**src/rtl/if_fetch_stage_pkg.sv**
```systemverilog
// Shared definitions for the instruction-fetch stage: widths, ISA constants,
// memory-map region select and the bus-interface state encoding.
package if_fetch_stage_pkg;

    localparam int unsigned WordAddrW  = 30;
    localparam int unsigned WordDataW  = 32;
    localparam int unsigned RegionIdxW = 3;

    // Instruction injected into IF/ID on reset and flush
    localparam logic [WordDataW-1:0]  IsaNop    = 32'h0000_0000;

    // Value of the top address bits that maps onto the scratch-pad memory
    localparam logic [RegionIdxW-1:0] SpmRegion = 3'd1;

    // Read/write direction encoding shared by SPM and bus
    localparam logic Read  = 1'b1;
    localparam logic Write = 1'b0;

    // Active-low strobe levels
    localparam logic Enable_  = 1'b0;
    localparam logic Disable_ = 1'b1;

    typedef enum logic [1:0] {
        StIdle   = 2'd0,
        StReq    = 2'd1,
        StAccess = 2'd2,
        StStall  = 2'd3
    } bus_if_state_e;

    // Memory-map region of a word address
    function automatic logic [RegionIdxW-1:0] region_idx(input logic [WordAddrW-1:0] addr);
        return addr[WordAddrW-1 -: RegionIdxW];
    endfunction

endpackage

```
**src/rtl/if_fetch_stage_bus_if.sv**
```systemverilog
// Fetch memory interface: selects SPM (zero-wait, combinational read) or the
// system bus (request/grant/strobe/ready handshake), and returns the fetched
// instruction plus a busy indication while a bus fetch is outstanding.
module if_fetch_stage_bus_if
    import if_fetch_stage_pkg::*;
#(
    parameter logic [RegionIdxW-1:0] SpmIdx  = SpmRegion,
    parameter logic [WordDataW-1:0]  NopInsn = IsaNop
) (
    input  logic                 clk,
    input  logic                 reset,
    input  logic                 stall,
    input  logic [WordAddrW-1:0] addr,
    output logic [WordDataW-1:0] insn,
    output logic                 busy,
    input  logic [WordDataW-1:0] spm_rd_data,
    output logic [WordAddrW-1:0] spm_addr,
    output logic                 spm_as_,
    output logic                 spm_rw,
    input  logic [WordDataW-1:0] bus_rd_data,
    input  logic                 bus_rdy_,
    input  logic                 bus_grnt_,
    output logic                 bus_req_,
    output logic [WordAddrW-1:0] bus_addr,
    output logic                 bus_as_,
    output logic                 bus_rw
);

    bus_if_state_e        state_q, state_d;
    logic                 bus_req_q, bus_req_d;
    logic                 bus_as_q, bus_as_d;
    logic [WordAddrW-1:0] bus_addr_q, bus_addr_d;
    logic [WordDataW-1:0] rd_buf_q, rd_buf_d;
    logic                 spm_sel;

    assign spm_sel  = (region_idx(addr) == SpmIdx);

    assign spm_addr = addr;
    assign spm_rw   = Read;
    assign bus_rw   = Read;
    assign bus_req_ = bus_req_q;
    assign bus_as_  = bus_as_q;
    assign bus_addr = bus_addr_q;

    // Next-state, bus-register next values and combinational read mux / busy
    always_comb begin
        state_d    = state_q;
        bus_req_d  = bus_req_q;
        bus_as_d   = bus_as_q;
        bus_addr_d = bus_addr_q;
        rd_buf_d   = rd_buf_q;
        insn       = NopInsn;
        busy       = 1'b0;
        spm_as_    = Disable_;

        case (state_q)
            StIdle: begin
                if (spm_sel) begin
                    spm_as_ = Enable_;
                    insn    = spm_rd_data;
                end else begin
                    busy      = 1'b1;
                    bus_req_d = Enable_;
                    state_d   = StReq;
                end
            end
            StReq: begin
                busy = 1'b1;
                if (bus_grnt_ == Enable_) begin
                    // Address strobe is a single-cycle pulse in the first ACCESS cycle
                    bus_as_d   = Enable_;
                    bus_addr_d = addr;
                    state_d    = StAccess;
                end
            end
            StAccess: begin
                bus_as_d = Disable_;
                if (bus_rdy_ == Enable_) begin
                    // Data goes straight through this cycle and is also kept for STALL
                    insn       = bus_rd_data;
                    rd_buf_d   = bus_rd_data;
                    bus_req_d  = Disable_;
                    bus_addr_d = '0;
                    state_d    = stall ? StStall : StIdle;
                end else begin
                    busy = 1'b1;
                end
            end
            StStall: begin
                insn = rd_buf_q;
                if (!stall) begin
                    state_d = StIdle;
                end
            end
            default: begin
                state_d = StIdle;
            end
        endcase
    end

    // FSM state and bus output registers; reset abandons any outstanding access
    always_ff @(posedge clk) begin
        if (reset) begin
            state_q    <= StIdle;
            bus_req_q  <= Disable_;
            bus_as_q   <= Disable_;
            bus_addr_q <= '0;
            rd_buf_q   <= '0;
        end else begin
            state_q    <= state_d;
            bus_req_q  <= bus_req_d;
            bus_as_q   <= bus_as_d;
            bus_addr_q <= bus_addr_d;
            rd_buf_q   <= rd_buf_d;
        end
    end

endmodule

```
**src/rtl/if_fetch_stage.sv**
```systemverilog
// Instruction-fetch stage: owns the PC and the IF/ID pipeline register, and
// fetches through the SPM/bus interface. Stall, flush and branch redirects are
// applied in that priority order at each register update.
module if_fetch_stage
    import if_fetch_stage_pkg::*;
#(
    parameter logic [WordAddrW-1:0]  ResetVector = '0,
    parameter logic [RegionIdxW-1:0] SpmIdx      = SpmRegion,
    parameter logic [WordDataW-1:0]  NopInsn     = IsaNop
) (
    input  logic                 clk,
    input  logic                 reset,
    input  logic                 stall,
    input  logic                 flush,
    input  logic [WordAddrW-1:0] new_pc,
    input  logic                 br_taken,
    input  logic [WordAddrW-1:0] br_addr,
    output logic                 busy,
    input  logic [WordDataW-1:0] spm_rd_data,
    output logic [WordAddrW-1:0] spm_addr,
    output logic                 spm_as_,
    output logic                 spm_rw,
    input  logic [WordDataW-1:0] bus_rd_data,
    input  logic                 bus_rdy_,
    input  logic                 bus_grnt_,
    output logic                 bus_req_,
    output logic [WordAddrW-1:0] bus_addr,
    output logic                 bus_as_,
    output logic                 bus_rw,
    output logic [WordAddrW-1:0] if_pc,
    output logic [WordDataW-1:0] if_insn,
    output logic                 if_en
);

    logic [WordAddrW-1:0] pc_q, pc_d;
    logic [WordAddrW-1:0] if_pc_q, if_pc_d;
    logic [WordDataW-1:0] if_insn_q, if_insn_d;
    logic                 if_en_q, if_en_d;
    logic [WordDataW-1:0] insn;

    assign if_pc   = if_pc_q;
    assign if_insn = if_insn_q;
    assign if_en   = if_en_q;

    if_fetch_stage_bus_if #(
        .SpmIdx  (SpmIdx),
        .NopInsn (NopInsn)
    ) u_fetch_bus_if (
        .clk         (clk),
        .reset       (reset),
        .stall       (stall),
        .addr        (pc_q),
        .insn        (insn),
        .busy        (busy),
        .spm_rd_data (spm_rd_data),
        .spm_addr    (spm_addr),
        .spm_as_     (spm_as_),
        .spm_rw      (spm_rw),
        .bus_rd_data (bus_rd_data),
        .bus_rdy_    (bus_rdy_),
        .bus_grnt_   (bus_grnt_),
        .bus_req_    (bus_req_),
        .bus_addr    (bus_addr),
        .bus_as_     (bus_as_),
        .bus_rw      (bus_rw)
    );

    // PC and IF/ID next values: stall > flush > branch > sequential
    always_comb begin
        pc_d      = pc_q;
        if_pc_d   = if_pc_q;
        if_insn_d = if_insn_q;
        if_en_d   = if_en_q;

        if (stall) begin
            // hold everything
        end else if (flush) begin
            pc_d      = new_pc;
            if_pc_d   = '0;
            if_insn_d = NopInsn;
            if_en_d   = 1'b0;
        end else if (br_taken) begin
            pc_d      = br_addr;
            if_pc_d   = pc_q;
            if_insn_d = insn;
            if_en_d   = 1'b1;
        end else begin
            // Wraps modulo 2^WordAddrW
            pc_d      = pc_q + WordAddrW'(1);
            if_pc_d   = pc_q;
            if_insn_d = insn;
            if_en_d   = 1'b1;
        end
    end

    // PC and IF/ID register
    always_ff @(posedge clk) begin
        if (reset) begin
            pc_q      <= ResetVector;
            if_pc_q   <= '0;
            if_insn_q <= NopInsn;
            if_en_q   <= 1'b0;
        end else begin
            pc_q      <= pc_d;
            if_pc_q   <= if_pc_d;
            if_insn_q <= if_insn_d;
            if_en_q   <= if_en_d;
        end
    end

endmodule

```
**config.mk**
```make
export PLATFORM = sky130hd
export DESIGN_NAME = if_fetch_stage
export DESIGN_NICKNAME = d
export VERILOG_FILES = /design/src/rtl/if_fetch_stage_pkg.sv /design/src/rtl/if_fetch_stage_bus_if.sv /design/src/rtl/if_fetch_stage.sv
export SDC_FILE = /design/constraint.sdc
export NUM_CORES = 1
export LEC_CHECK = 0
export ABC_AREA = 1
export CAP_MARGIN = 20
export CORE_ASPECT_RATIO = 1.2
export CORE_UTILIZATION = 49
export CTS_CLUSTER_SIZE = 25
export DETAILED_ROUTE_END_ITERATION = 8
export PLACE_DENSITY = 0.86
export SYNTH_ARGS = -nofsm -noshare
export SYNTH_HDL_FRONTEND = slang
export SYNTH_SLANG_ARGS = --single-unit
```
**constraint.sdc**
```tcl
create_clock -name clk -period 2.6 [get_ports clk]
set_clock_uncertainty 0.1 [all_clocks]
set_input_delay 0.39 -clock clk [delete_from_list [all_inputs] [get_ports clk]]
set_output_delay 0.39 -clock clk [all_outputs]
set_load 0.03 [all_outputs]
```
==> summary.md <==
## Run status
- finished, final reports clean — status

## Yosys
- 42.6% — sequential element share of the synthesized area
- 0 — count of synthesis-stage warnings from yosys
- 32 — count of cell types in the netlist
- sky130_fd_sc_hd__nand2_1 — most instantiated library cell after synthesis
- sky130_fd_sc_hd__nand2_1, sky130_fd_sc_hd__dfxtp_1, sky130_fd_sc_hd__a21oi_1 — most numerous cell types in the synthesized netlist
- sky130_fd_sc_hd__dfxtp_1 — top_reg_cell synth
- sky130_fd_sc_hd__dfxtp_1 — library cell with the largest summed area after synthesis
- 7480 sq um — mapped cell area
- 1117 — cells after synthesis
- sky130_fd_sc_hd__dfxtp_1, sky130_fd_sc_hd__nand2_1, sky130_fd_sc_hd__a21oi_1 — most area-consuming cells after synthesis
- 0 — count of flip-flops with a built-in enable after synthesis
- 42.6% — share of the synthesized area in the top cell type
- 0% — share of async-settable or async-resettable flops after synthesis
- 6.70 sq um — synthesized area divided by synthesized cell count
- 159 — flop and latch count out of synthesis

## Floorplan
- 15800 sq um — die area
- 15000 sq um — floorplan core area
- 137 um — Die Height
- 115 um — chip width
- 49 — number of standard-cell rows in the floorplan
- 50.0% — effective utilization at floorplan
- 260 — Boundary Pins

## Power
- 0.00747 W — total chip power
- 30.7% — Clock Power Share
- 38.3% — Sequential Power Share
- 36.6% — Sw Ratio
- 698 nW/um^2 — Pwr Density
- 30.9% — portion of total power attributed to combinational logic
- 0.00473 W — internal power
- 0.00273 W — net switching power
- 3.69 nW — leakage power of the design
- 0.487 mV — Max VDD drop

## Job
- 0 — max-cap viol count

## Final layout
- 1474 — number of nets in the final layout
- 1559 — Final Instance Count excl. Fillers
- 43.1% — Area Growth Syn to Fin
- 5.68% — share of post-route cells with drive strength above 1
- 1246 — filler cell count in the final layout
- 0 — diodes inserted
- 10700 sq um — design area

## CTS
- 0 — number of buffers added for setup after CTS
- yes — CTS tree
- 0 — hold buffer count at CTS
- 0 — post-cts gate resize count
- 4 — H-tree levels
- 159 — CTS sink cnt
- 17 — cts bufs inserted
- sky130_fd_sc_hd__clkbuf_16 — Clock Tree Root
- 2 — clk buf depth
- 0.06 ns — clock-pin slew of the registers on the worst-case setup and hold paths
- 0.42 ns — clock insertion delay at the later pin of the skew report

## Routing
- 8472 — via total after detailed routing
- 815 — DR iter-0 viols
- 0 — DRC violations left
- 5.43 — post-DR vias/cell
- 25400 um — total length of routed wires
- 0 — final antenna-violating net count
- 16.3 um — average routed wire per standard cell
- 6 — TritonRoute pass-1 iters

## Critical path
- output port — endpoint kind of the worst setup timing path
- 2.11 ns — WP data required
- 1.89 ns — Arrival @ worst endpoint
- 6 — top fanout value on the critical path
- flip-flop — startpoint class of the critical path
- reg2out — Crit Path Class

## STA
- 0 ns — total negative slack
- 419 MHz — Max Freq
- 0 — number of max-slew violations in the final report
- 91.7% — final worst path period share
- 0.590 ns — actual transition at the worst max-transition pin
- 2.38 ns — shortest period the worst path allows
- no — RSZ-0062 raised after global routing
- 0 — count of endpoints failing hold in the final timing report
- 60.7% — Relative slew margins
- 0 — final setup fails

## GRT
- 38900 um — first-pass GRT wire length
- 0 — antenna violations before repair
- 7820 — number of global-route vias before repair
- 131 — maximum number of pins on one net before global-route repair
- 0 — leftover overflow at the end of global routing
- 31.8% — global router's overall resource usage

## Placement
- 17200 um — DP HPWL
- 257 — count of buffers from port buffering
- 1526 — instance count after placement with tap cells included
- 10200 sq um — Area after DPL
- 0.922 — routability congestion estimate

## Min path
- in2reg — worst hold path class

-- final timing paths --
| kind | from | end | slack (ns) | cells after the start |
|---|---|---|---|---|
| hold / removal | stall | if_en | 0.35 | 4 |
| setup reg to reg | pc_q[1] | pc_q[26] | 0.48 | 10 |
| setup / recovery | pc_q[29] | busy | 0.22 | 5 |
| hold reg to reg | if_pc[9] | if_pc[9] | 0.36 | 2 |
-- cell type report --
type / instances / area [sq um] / area share [%]
repair buffers: 279 / 2750 / 25.6
inverters: 80 / 300 / 2.80
well taps: 204 / 255 / 2.38
flip-flops and latches: 159 / 3180 / 29.7
clock inverters: 14 / 110 / 1.03
multi-input cells: 805 / 3680 / 34.4
clock buffers: 18 / 429 / 4.01
-- logic make-up (layout without fill, tap and decap cells) --
group	Yosys count	after routing	share of synthesized area, %
other	1	2	0.0501
adder cells (fa/ha/maj)	1	1	0.167
flip-flops	159	159	42.6
AO/OA/AOI/OAI	254	254	19.2
buffers and inverters	154	391	8.28
XOR/XNOR	4	4	0.468
AND/OR/NAND/NOR	544	544	29.3
-- power by group through the flow --
| stage | Combinational (W) | Sequential (W) | Clock [W] |
|---|---|---|---|
| after floorplan | 0.00109 | 0.00319 | 0 |
| after CTS | 0.00229 | 0.00286 | 0.00233 |
| final | 0.00231 | 0.00286 | 0.00229 |
| after global routing | 0.00249 | 0.00288 | 0.00241 |
| after global placement | 0.00225 | 0.00290 | 0 |
| after detailed placement | 0.00228 | 0.00291 | 0 |
-- per-stage QoR --
stage               hold WS [ns]  utilization, %  setup slack (ns)
finish                     0.346            71.6             0.216
floorplan                  0.355               -             0.710
CTS                        0.328            71.5             0.103
global placement           0.344            67.9             0.349
detailed placement         0.349            67.9             0.339
global route               0.371            71.6             0.121
-- critical path, stage by stage (launching register included) --
cell and delay, ns:
sky130_fd_sc_hd__dfxtp_1 0.42, sky130_fd_sc_hd__inv_1 0.10, sky130_fd_sc_hd__nand2_1 0.12, sky130_fd_sc_hd__nor2_4 0.07
sky130_fd_sc_hd__nor2_1 0.09, sky130_fd_sc_hd__clkdlybuf4s50_1 0.67
-- cell usage in the layout, fill, tap and decap left out, types with 31 or more instances in the layout --
master and n:
sky130_fd_sc_hd__o22ai_1 32, sky130_fd_sc_hd__nor2_1 110, sky130_fd_sc_hd__o211ai_1 33, sky130_fd_sc_hd__a21oi_1 141, sky130_fd_sc_hd__inv_1 66, sky130_fd_sc_hd__clkdlybuf4s50_1 255, sky130_fd_sc_hd__nand2_1 344, sky130_fd_sc_hd__nand3_1 73
sky130_fd_sc_hd__dfxtp_1 159, sky130_fd_sc_hd__o21ai_0 31
-- state kept, by name (all words and copies together), names as in the netlist --
register and count:
if_en 1, if_insn 32, if_pc 30, pc_q 30, u_fetch_bus_if.bus_addr 30, u_fetch_bus_if.bus_as_ 1
u_fetch_bus_if.bus_req_ 1, u_fetch_bus_if.rd_buf_q 32, u_fetch_bus_if.state_q 2
-- routing by layer --
metal,GRT usage [%],vias to the layer above,part of all wire (%)
met1,36.1,3901,39
met5,0,-,0
li1,-,4110,-
met4,13.1,0,2.4
met2,57.4,408,50
met3,7.26,53,8.2
Power figures use the tool's default switching activity.
